$ cat config.mk
export PLATFORM = sky130hd
export DESIGN_NAME = mac_step_sequencer
export DESIGN_NICKNAME = d
export VERILOG_FILES = /design/src/rtl/mac_step_sequencer_pkg.sv /design/src/rtl/mac_step_sequencer_counter.sv /design/src/rtl/mac_step_sequencer.sv
export SDC_FILE = /design/constraint.sdc
export NUM_CORES = 1
export LEC_CHECK = 0
export ABC_AREA = 1
export CORE_AREA = 2 2 39 41
export DETAILED_ROUTE_END_ITERATION = 12
export DIE_AREA = 0 0 41 43
export GPL_TIMING_DRIVEN = 0
export PLACE_DENSITY = 0.73
export REMOVE_ABC_BUFFERS = 1
export SLEW_MARGIN = 20
export SYNTH_ARGS = -nofsm -noshare
export SYNTH_HDL_FRONTEND = slang
export SYNTH_HIERARCHICAL = 1
export SYNTH_SLANG_ARGS = --single-unit
export TNS_END_PERCENT = 50
$ cat constraint.sdc
create_clock -name clk_i -period 1.3 [get_ports clk_i]
set_clock_uncertainty 0.15 [all_clocks]
set_input_delay 0.195 -clock clk_i [delete_from_list [all_inputs] [get_ports clk_i]]
set_output_delay 0.195 -clock clk_i [all_outputs]
set_load 0.01 [all_outputs]
$ cat src/rtl/mac_step_sequencer_pkg.sv
// Shared types and defaults for the serial shift-add MAC step sequencer.
package mac_step_sequencer_pkg;

    // Sequencer states; the numeric codes are visible on the debug state port.
    typedef enum logic [1:0] {
        ST_IDLE = 2'd0,
        ST_LOAD = 2'd1,
        ST_RUN  = 2'd2,
        ST_DONE = 2'd3
    } seq_state_t;

    // Default multiplier width and matching step counter width.
    localparam int DEF_N_STEPS = 8;
    localparam int DEF_CNT_W   = 3;

    // Last step index for a given operation length, sized to the counter.
    function automatic int last_step(input int n_steps);
        return n_steps - 1;
    endfunction

endpackage

$ cat src/rtl/mac_step_sequencer_counter.sv
// Step counter for the MAC sequencer: counts 0..N_STEPS-1 while enabled,
// flags the last step and returns to 0 after it instead of wrapping further.
module mac_step_sequencer_counter
    import mac_step_sequencer_pkg::*;
#(
    parameter int N_STEPS = DEF_N_STEPS,
    parameter int CNT_W   = DEF_CNT_W
) (
    input  logic             clk_i,
    input  logic             nreset_i,
    input  logic             clr_i,
    input  logic             en_i,
    output logic [CNT_W-1:0] cnt_o,
    output logic             term_o
);

    localparam logic [CNT_W-1:0] LP_LAST = CNT_W'(last_step(N_STEPS));

    logic [CNT_W-1:0] r_cnt;
    logic             w_term;

    // Terminal flag is purely the count value; the owner qualifies it with state.
    always_comb begin
        w_term = (r_cnt == LP_LAST);
    end

    // Count register: clear wins over enable; terminal count folds back to 0.
    always_ff @(posedge clk_i or negedge nreset_i) begin
        if (!nreset_i) begin
            r_cnt <= '0;
        end else if (clr_i) begin
            r_cnt <= '0;
        end else if (en_i) begin
            if (w_term) begin
                r_cnt <= '0;
            end else begin
                r_cnt <= r_cnt + CNT_W'(1);
            end
        end
    end

    assign cnt_o  = r_cnt;
    assign term_o = w_term;

endmodule

$ cat src/rtl/mac_step_sequencer.sv
// Control FSM for the serial shift-add MAC: start handshake, one load cycle,
// N_STEPS shift/add cycles, then a held result handshake.
// Handshakes: a transfer happens at a rising edge where valid and ready are
// both high; a valid, once raised by the sequencer, stays high until taken.
module mac_step_sequencer
    import mac_step_sequencer_pkg::*;
#(
    parameter int N_STEPS = DEF_N_STEPS,
    parameter int CNT_W   = DEF_CNT_W
) (
    input  logic             clk_i,
    input  logic             nreset_i,
    input  logic             start_valid_i,
    output logic             start_ready_o,
    input  logic             acc_mode_i,
    input  logic             abort_i,
    input  logic             mult_bit_i,
    output logic             load_o,
    output logic             acc_clear_o,
    output logic             shift_en_o,
    output logic             add_en_o,
    output logic [CNT_W-1:0] step_o,
    output logic             busy_o,
    output logic             result_valid_o,
    input  logic             result_ready_i,
    output logic [1:0]       dbg_state_o
);

    seq_state_t       r_state;
    seq_state_t       w_next;
    logic             r_acc_mode;
    logic             w_accept;
    logic             w_cnt_clr;
    logic             w_cnt_en;
    logic             w_term;
    logic [CNT_W-1:0] w_step;

    // Accept qualifier: idle, offered, and not being aborted this edge.
    always_comb begin
        w_accept = (r_state == ST_IDLE) && start_valid_i && !abort_i;
    end

    // Next-state logic; abort overrides every other transition.
    always_comb begin
        w_next = r_state;
        case (r_state)
            ST_IDLE: if (start_valid_i)  w_next = ST_LOAD;
            ST_LOAD:                     w_next = ST_RUN;
            ST_RUN:  if (w_term)         w_next = ST_DONE;
            ST_DONE: if (result_ready_i) w_next = ST_IDLE;
            default:                     w_next = ST_IDLE;
        endcase
        if (abort_i) begin
            w_next = ST_IDLE;
        end
    end

    // State register.
    always_ff @(posedge clk_i or negedge nreset_i) begin
        if (!nreset_i) begin
            r_state <= ST_IDLE;
        end else begin
            r_state <= w_next;
        end
    end

    // Accumulate-mode capture at the accepting edge only.
    always_ff @(posedge clk_i or negedge nreset_i) begin
        if (!nreset_i) begin
            r_acc_mode <= 1'b0;
        end else if (w_accept) begin
            r_acc_mode <= acc_mode_i;
        end
    end

    // Counter runs only in RUN and is held at 0 everywhere else or on abort.
    always_comb begin
        w_cnt_en  = (r_state == ST_RUN);
        w_cnt_clr = (r_state != ST_RUN) || abort_i;
    end

    mac_step_sequencer_counter #(
        .N_STEPS (N_STEPS),
        .CNT_W   (CNT_W)
    ) u_counter (
        .clk_i    (clk_i),
        .nreset_i (nreset_i),
        .clr_i    (w_cnt_clr),
        .en_i     (w_cnt_en),
        .cnt_o    (w_step),
        .term_o   (w_term)
    );

    // Output decode: Moore from state, except add_en which follows mult_bit in RUN.
    always_comb begin
        start_ready_o  = 1'b0;
        load_o         = 1'b0;
        acc_clear_o    = 1'b0;
        shift_en_o     = 1'b0;
        add_en_o       = 1'b0;
        result_valid_o = 1'b0;
        busy_o         = 1'b1;
        case (r_state)
            ST_IDLE: begin
                start_ready_o = 1'b1;
                busy_o        = 1'b0;
            end
            ST_LOAD: begin
                load_o      = 1'b1;
                acc_clear_o = !r_acc_mode;
            end
            ST_RUN: begin
                shift_en_o = 1'b1;
                add_en_o   = mult_bit_i;
            end
            ST_DONE: begin
                result_valid_o = 1'b1;
            end
            default: begin
                busy_o = 1'b1;
            end
        endcase
    end

    assign step_o      = w_step;
    assign dbg_state_o = r_state;

endmodule

* Yosys cells after proc, flatten, opt, wreduce, memory -nomap -nowiden
Cells that the tools add are included.
** Cells by class
- $add $sub $neg :: 1
- Equality and inequality tests :: 8
- Mux-type cells :: 15
- Reductions and logical operators :: 8
** Operator list (count)
- two-way mux 3 bit :: 3
- != test 3 bit (second input constant) :: 3
- two-way mux 2 bit :: 4
- case mux 2 bit (4 select lines) :: 1
- two-way mux 1 bit :: 7
- equality test 2 bit (second input constant) :: 2
- adder 3 x 1 -> 3 bit (second input constant) :: 1
- equality test 3 bit (second input constant) :: 1
- AND reduction 3 bit :: 1
- equality test 2 x 1 -> 1 bit (second input constant) :: 1
- logical AND 1 bit :: 2
- zero test 1 bit :: 2
- zero test 2 bit :: 1
- != test 2 bit (second input constant) :: 1
- nonzero test 2 bit :: 1
- logical OR 1 bit :: 1
** Storage, ports and cells
- Register bits :: 6
- Bits of input ports :: 7
- Output and inout bits :: 12
- Word-level logic and storage cells :: 35

* Logic depth before layout (Yosys ltp)
- Depth after elaboration :: 4
- Gate-level depth with buffers :: 6
- Mapped depth without buffers :: 6

* Modules after synthesis
The synthesis kept the hierarchy.
** Modules (own cells, without submodules)
- mac_step_sequencer :: times used 1, cells each 35, area each 251.5 um^2, seq. area each 75.1 um^2
- mac_step_sequencer_counter :: times used 1, cells each 17, area each 151.4 um^2, seq. area each 75.1 um^2

* Least setup slack after synthesis
No wires, ideal clock.
- Path kind :: reg2reg
- From :: register r_state[0], in the netlist dbg_state_o[0]
- To :: register u_counter.r_cnt[0], in the netlist u_counter/cnt_o[0]
- Setup time :: 65 ps
- Arrival :: 1247 ps
- Data required time :: 1085 ps
- Setup slack :: -162 ps
- Stages on the path, launching flop included :: 7
- Path buffers :: 0
- Period minus slack after synthesis :: 1462 ps
- Cell sequence :: dfrtp_1 > inv_1 > ha_1 > nand2_1 > nor2_2 > nand2_1 > nand2_1
** Between the ends
- Word-level cells in the longest chain between the ends :: 3
- Elaborated cells on any way between the ends :: 5
- Those cells by class :: eq/ne: 2; mux: 1; reduce/logical: 2
** Ends and longest elaborated chain
- start, declared :: RTL line mac_step_sequencer.sv:29 : seq_state_t r_state;
- start signal, assigned :: RTL line mac_step_sequencer.sv:63 : r_state <= w_next;
- != test 2 bit (*) :: RTL line mac_step_sequencer.sv:79 : w_cnt_clr = (r_state != ST_RUN) || abort_i;
- logical OR 1 bit (*) :: RTL line mac_step_sequencer.sv:79
- named net w_cnt_clr :: RTL line mac_step_sequencer.sv:33 : logic w_cnt_clr;
- two-way mux 3 bit or nonzero test 2 bit (tied branches)
- end signal, assigned :: RTL line mac_step_sequencer_counter.sv:37 : r_cnt <= r_cnt + CNT_W'(1);
- end, declared :: RTL line mac_step_sequencer_counter.sv:19 : logic [CNT_W-1:0] r_cnt;
The timed path passes the listed nets; every way through them passes the cells marked *.
A chain may end at the register's enable or synchronous reset.

* Worst setup path after layout
- From :: register r_state[1], in the netlist dbg_state_o[1]
- To :: output add_en_o
** Between the ends
- Word-level cells in the longest chain between the ends :: 2
** Ends and longest elaborated chain
- equality test 2 bit :: RTL line mac_step_sequencer.sv:103 : case (r_state)
- two-way mux 1 bit :: RTL line mac_step_sequencer.sv:103
- end, declared :: RTL line mac_step_sequencer.sv:21 : output logic add_en_o,
Every way passes these cells.

==> Flow_metrics.wiki <==
{| class="wikitable"
! Metric !! Value
|-
| Commonest cells after routing, fill and taps aside || nand2_1 (11), buf_6 (8), nor2_1 (6), clkdlybuf4s50_1 (6)
|-
| CTS tree || done
|-
| CP Class || flop to output pin
|-
| Cell Area, Synth || a little over 400 um^2
|-
| Setup repair after global routing missed its margin || true
|-
| Antenna Nets Post-Route || 0
|-
| Hold crit path type || primary input to asynchronous set/reset pin
|-
| Final sum of negative setup slack || -1.50 ns
|-
| Sink Count || 6
|-
| Required time reported for the critical path endpoint || between 0.9 and 1 ns
|-
| Synthesized instance count || between 50 and 60
|-
| Placed instance count || 86
|-
| Average instance area after synthesis || just under 8 um^2
|-
| Arrival time worst endpoint || ~1.2 ns
|-
| CP Max Fanout || 6
|-
| Final routed DRC violation total || 0
|-
| First-pass GRT wire length || roughly 1700 um
|-
| Detailed-route vias per instance || 4.39
|-
| Post-layout utilization of the core || 0.561
|-
| CTS H-tree lvls || 1
|-
| IO Count || 19
|-
| Max-cap violation count || 0
|-
| Source-to-sink clock delay at the later pin of the worst-skew pair || between 0.2 and 0.25 ns
|-
| Maximum clock frequency || 663 MHz
|-
| Period utilisation layout || 1.16
|-
| Vias post-DR || 421
|-
| Part of the Yosys area used for sequential elements || 0.373
|-
| Fillers || 126
|-
| Violations in the final reports || negative setup slack
|-
| Clock-pin slew of the registers on the worst-case setup and hold paths || 0.04 ns
|-
| Fraction of final layout cells sized beyond drive strength 1 || 0.488
|-
| Flip-flop and latch count after synthesis || 6
|-
| Critical Path Start Type || flop
|-
| Clock Tree Root || clkbuf_4
|-
| Post-layout nets || between 90 and 100
|-
| Routability congestion estimate || between 0.6 and 0.7
|-
| Minimum clock period after layout || about 1.5 ns
|-
| Run status || finished with violations
|-
| Setup WS post-layout || -0.209 ns
|-
| Post-place setup slack || -0.581 ns
|-
| Number of max-slew violations in the final report || 0
|-
| Static Leak || approximately 0.42 nW
|-
| Area enclosed by the die boundary || 0.00176 mm^2
|-
| Final design instance area without fill || about 780 um^2
|-
| Kind of end point of the critical path || output pin
|-
| Peak supply drop || ~1000 uV
|-
| Distinct cells, synth || 11
|-
| Placeable core area || about 0.0014 mm^2
|-
| Residual overflow from global routing || 0
|-
| Leading cell type in the layout, fill and taps excluded || nand2_1
|-
| Cell area power density || between 1500 and 2000 mW/mm^2
|-
| Number of global-route vias before repair || just over 400
|-
| Dpl cell area || between 600 and 700 um^2
|-
| Die Span X || around 41 um
|-
| Port buffer count || 18
|-
| First-pass detailed-route iteration total || 4
|-
| Total Routing Usage GR || 0.140
|-
| Non-filler instance count after layout || 96
|-
| Core Rows || 14
|-
| CTS Buf Count || 3
|-
| Area Growth Syn to Fin || 92.9%
|-
| Total wirelength of the detailed-routed design || 993 um
|-
| Iteration-0 DRC Markers || 4
|-
| Die outline height || ~43 um
|-
| Antenna Diode Count || 0
|-
| Count of synthesis-stage warnings from yosys || 6
|-
| Average wire per cell in the routed design || about 10 um
|-
| Initial antenna violation count || 0
|-
| Final hold viol count || 0
|-
| Post-DP HPWL || about 680 um
|-
| Clock Tree Buf Depth || 2
|-
| Slew headroom || 0.817
|-
| Actual slew at the worst max-slew pin || between 0.2 and 0.3 ns
|-
| Initial cell density of the core || 0.291
|-
| Final setup violation count || 12
|-
| Largest net degree at the start of global routing || 8
|}
stage by stage:
stage	total power, mW	hold slack (ns)
after floorplan	0.614	-0.251
after global placement	0.933	0.302
after detailed placement	0.948	0.309
after CTS	1.42	0.0526
after global routing	1.62	0.0570
final	1.49	0.0488
critical path: stages (launching register included):
cell and delay [ns]:
dfrtp_2 0.42, buf_6 0.12, ha_4 0.17, nand2_2 0.05, inv_1 0.03, buf_2 0.12
layout make-up:
class	instances	area [um^2]	area share
multi-input cells	37	310	0.399
repair buffers	25	235	0.303
flip-flops and latches	6	153	0.196
inverters	9	36.3	0.0467
clock buffers	3	22.5	0.0290
well taps	16	20.0	0.0258
synthesized netlist by cell type:
master	number	area share
nor2_1	6	0.056
nand3b_2	1	0.028
inv_1	9	0.084
nand3_1	4	0.050
nand2_1	15	0.14
ha_1	6	0.19
o21ai_0	1	0.012
nor2_2	1	0.016
nand4_1	2	0.031
dfrtp_1	6	0.37
nand3_2	1	0.025
repair_timing:
action                                  in CTS  in global routing
pin swaps                                    2                  2
setup buffers                                6                  1
resized for setup                           65                  9
endpoints found under the setup margin      17                 16
hold buffers                                 0                  0
flip-flops by register name (all words and copies together), names as in the netlist:
signal,flops
u_counter/cnt_o,3
r_acc_mode,1
dbg_state_o,2
where the power goes:
part           switching, mW  leakage, nW  internal, mW
logic                  0.475        0.327         0.557
registers             0.0498       0.0774         0.241
clock network         0.0617       0.0138         0.104
path summary, 6_finish.rpt:
path                       slack [ns]                        from                             end  cells after the start
setup / recovery                -0.21  dbg_state_o[1]$_DFFE_PN0P_                        add_en_o                      5
hold / removal                   0.05                    nreset_i  u_counter/cnt_o[2]$_DFFE_PN0P_                      1
setup reg to reg                -0.12  dbg_state_o[1]$_DFFE_PN0P_      dbg_state_o[1]$_DFFE_PN0P_                      7
hold reg to reg                  0.34      r_acc_mode$_DFFE_PN0P_          r_acc_mode$_DFFE_PN0P_                      2
max in group asynchronous        0.72                    nreset_i      dbg_state_o[1]$_DFFE_PN0P_                      1
min in group clk_i               0.34      r_acc_mode$_DFFE_PN0P_          r_acc_mode$_DFFE_PN0P_                      2
metal layers:
| metal | part of all wire | global-route usage | up-vias | wire (um) |
|---|---|---|---|---|
| li1 | - | - | 220 | - |
| met1 | 0.45 | 0.165 | 189 | 447 |
| met5 | 0 | 0 | - | 0 |
| met4 | 0 | 0.0800 | 0 | 0 |
| met3 | 0.049 | 0.0314 | 0 | 49 |
| met2 | 0.50 | 0.219 | 12 | 496 |
logic make-up after synthesis:
group,share of synthesized area
DFF,0.373
buffers and inverters,0.0838
and+or+nand+nor,0.345
AOI/OAI and AO/OA,0.0124
adders and majority gates,0.186
No activity file was read; power rests on OpenSTA's default activity.
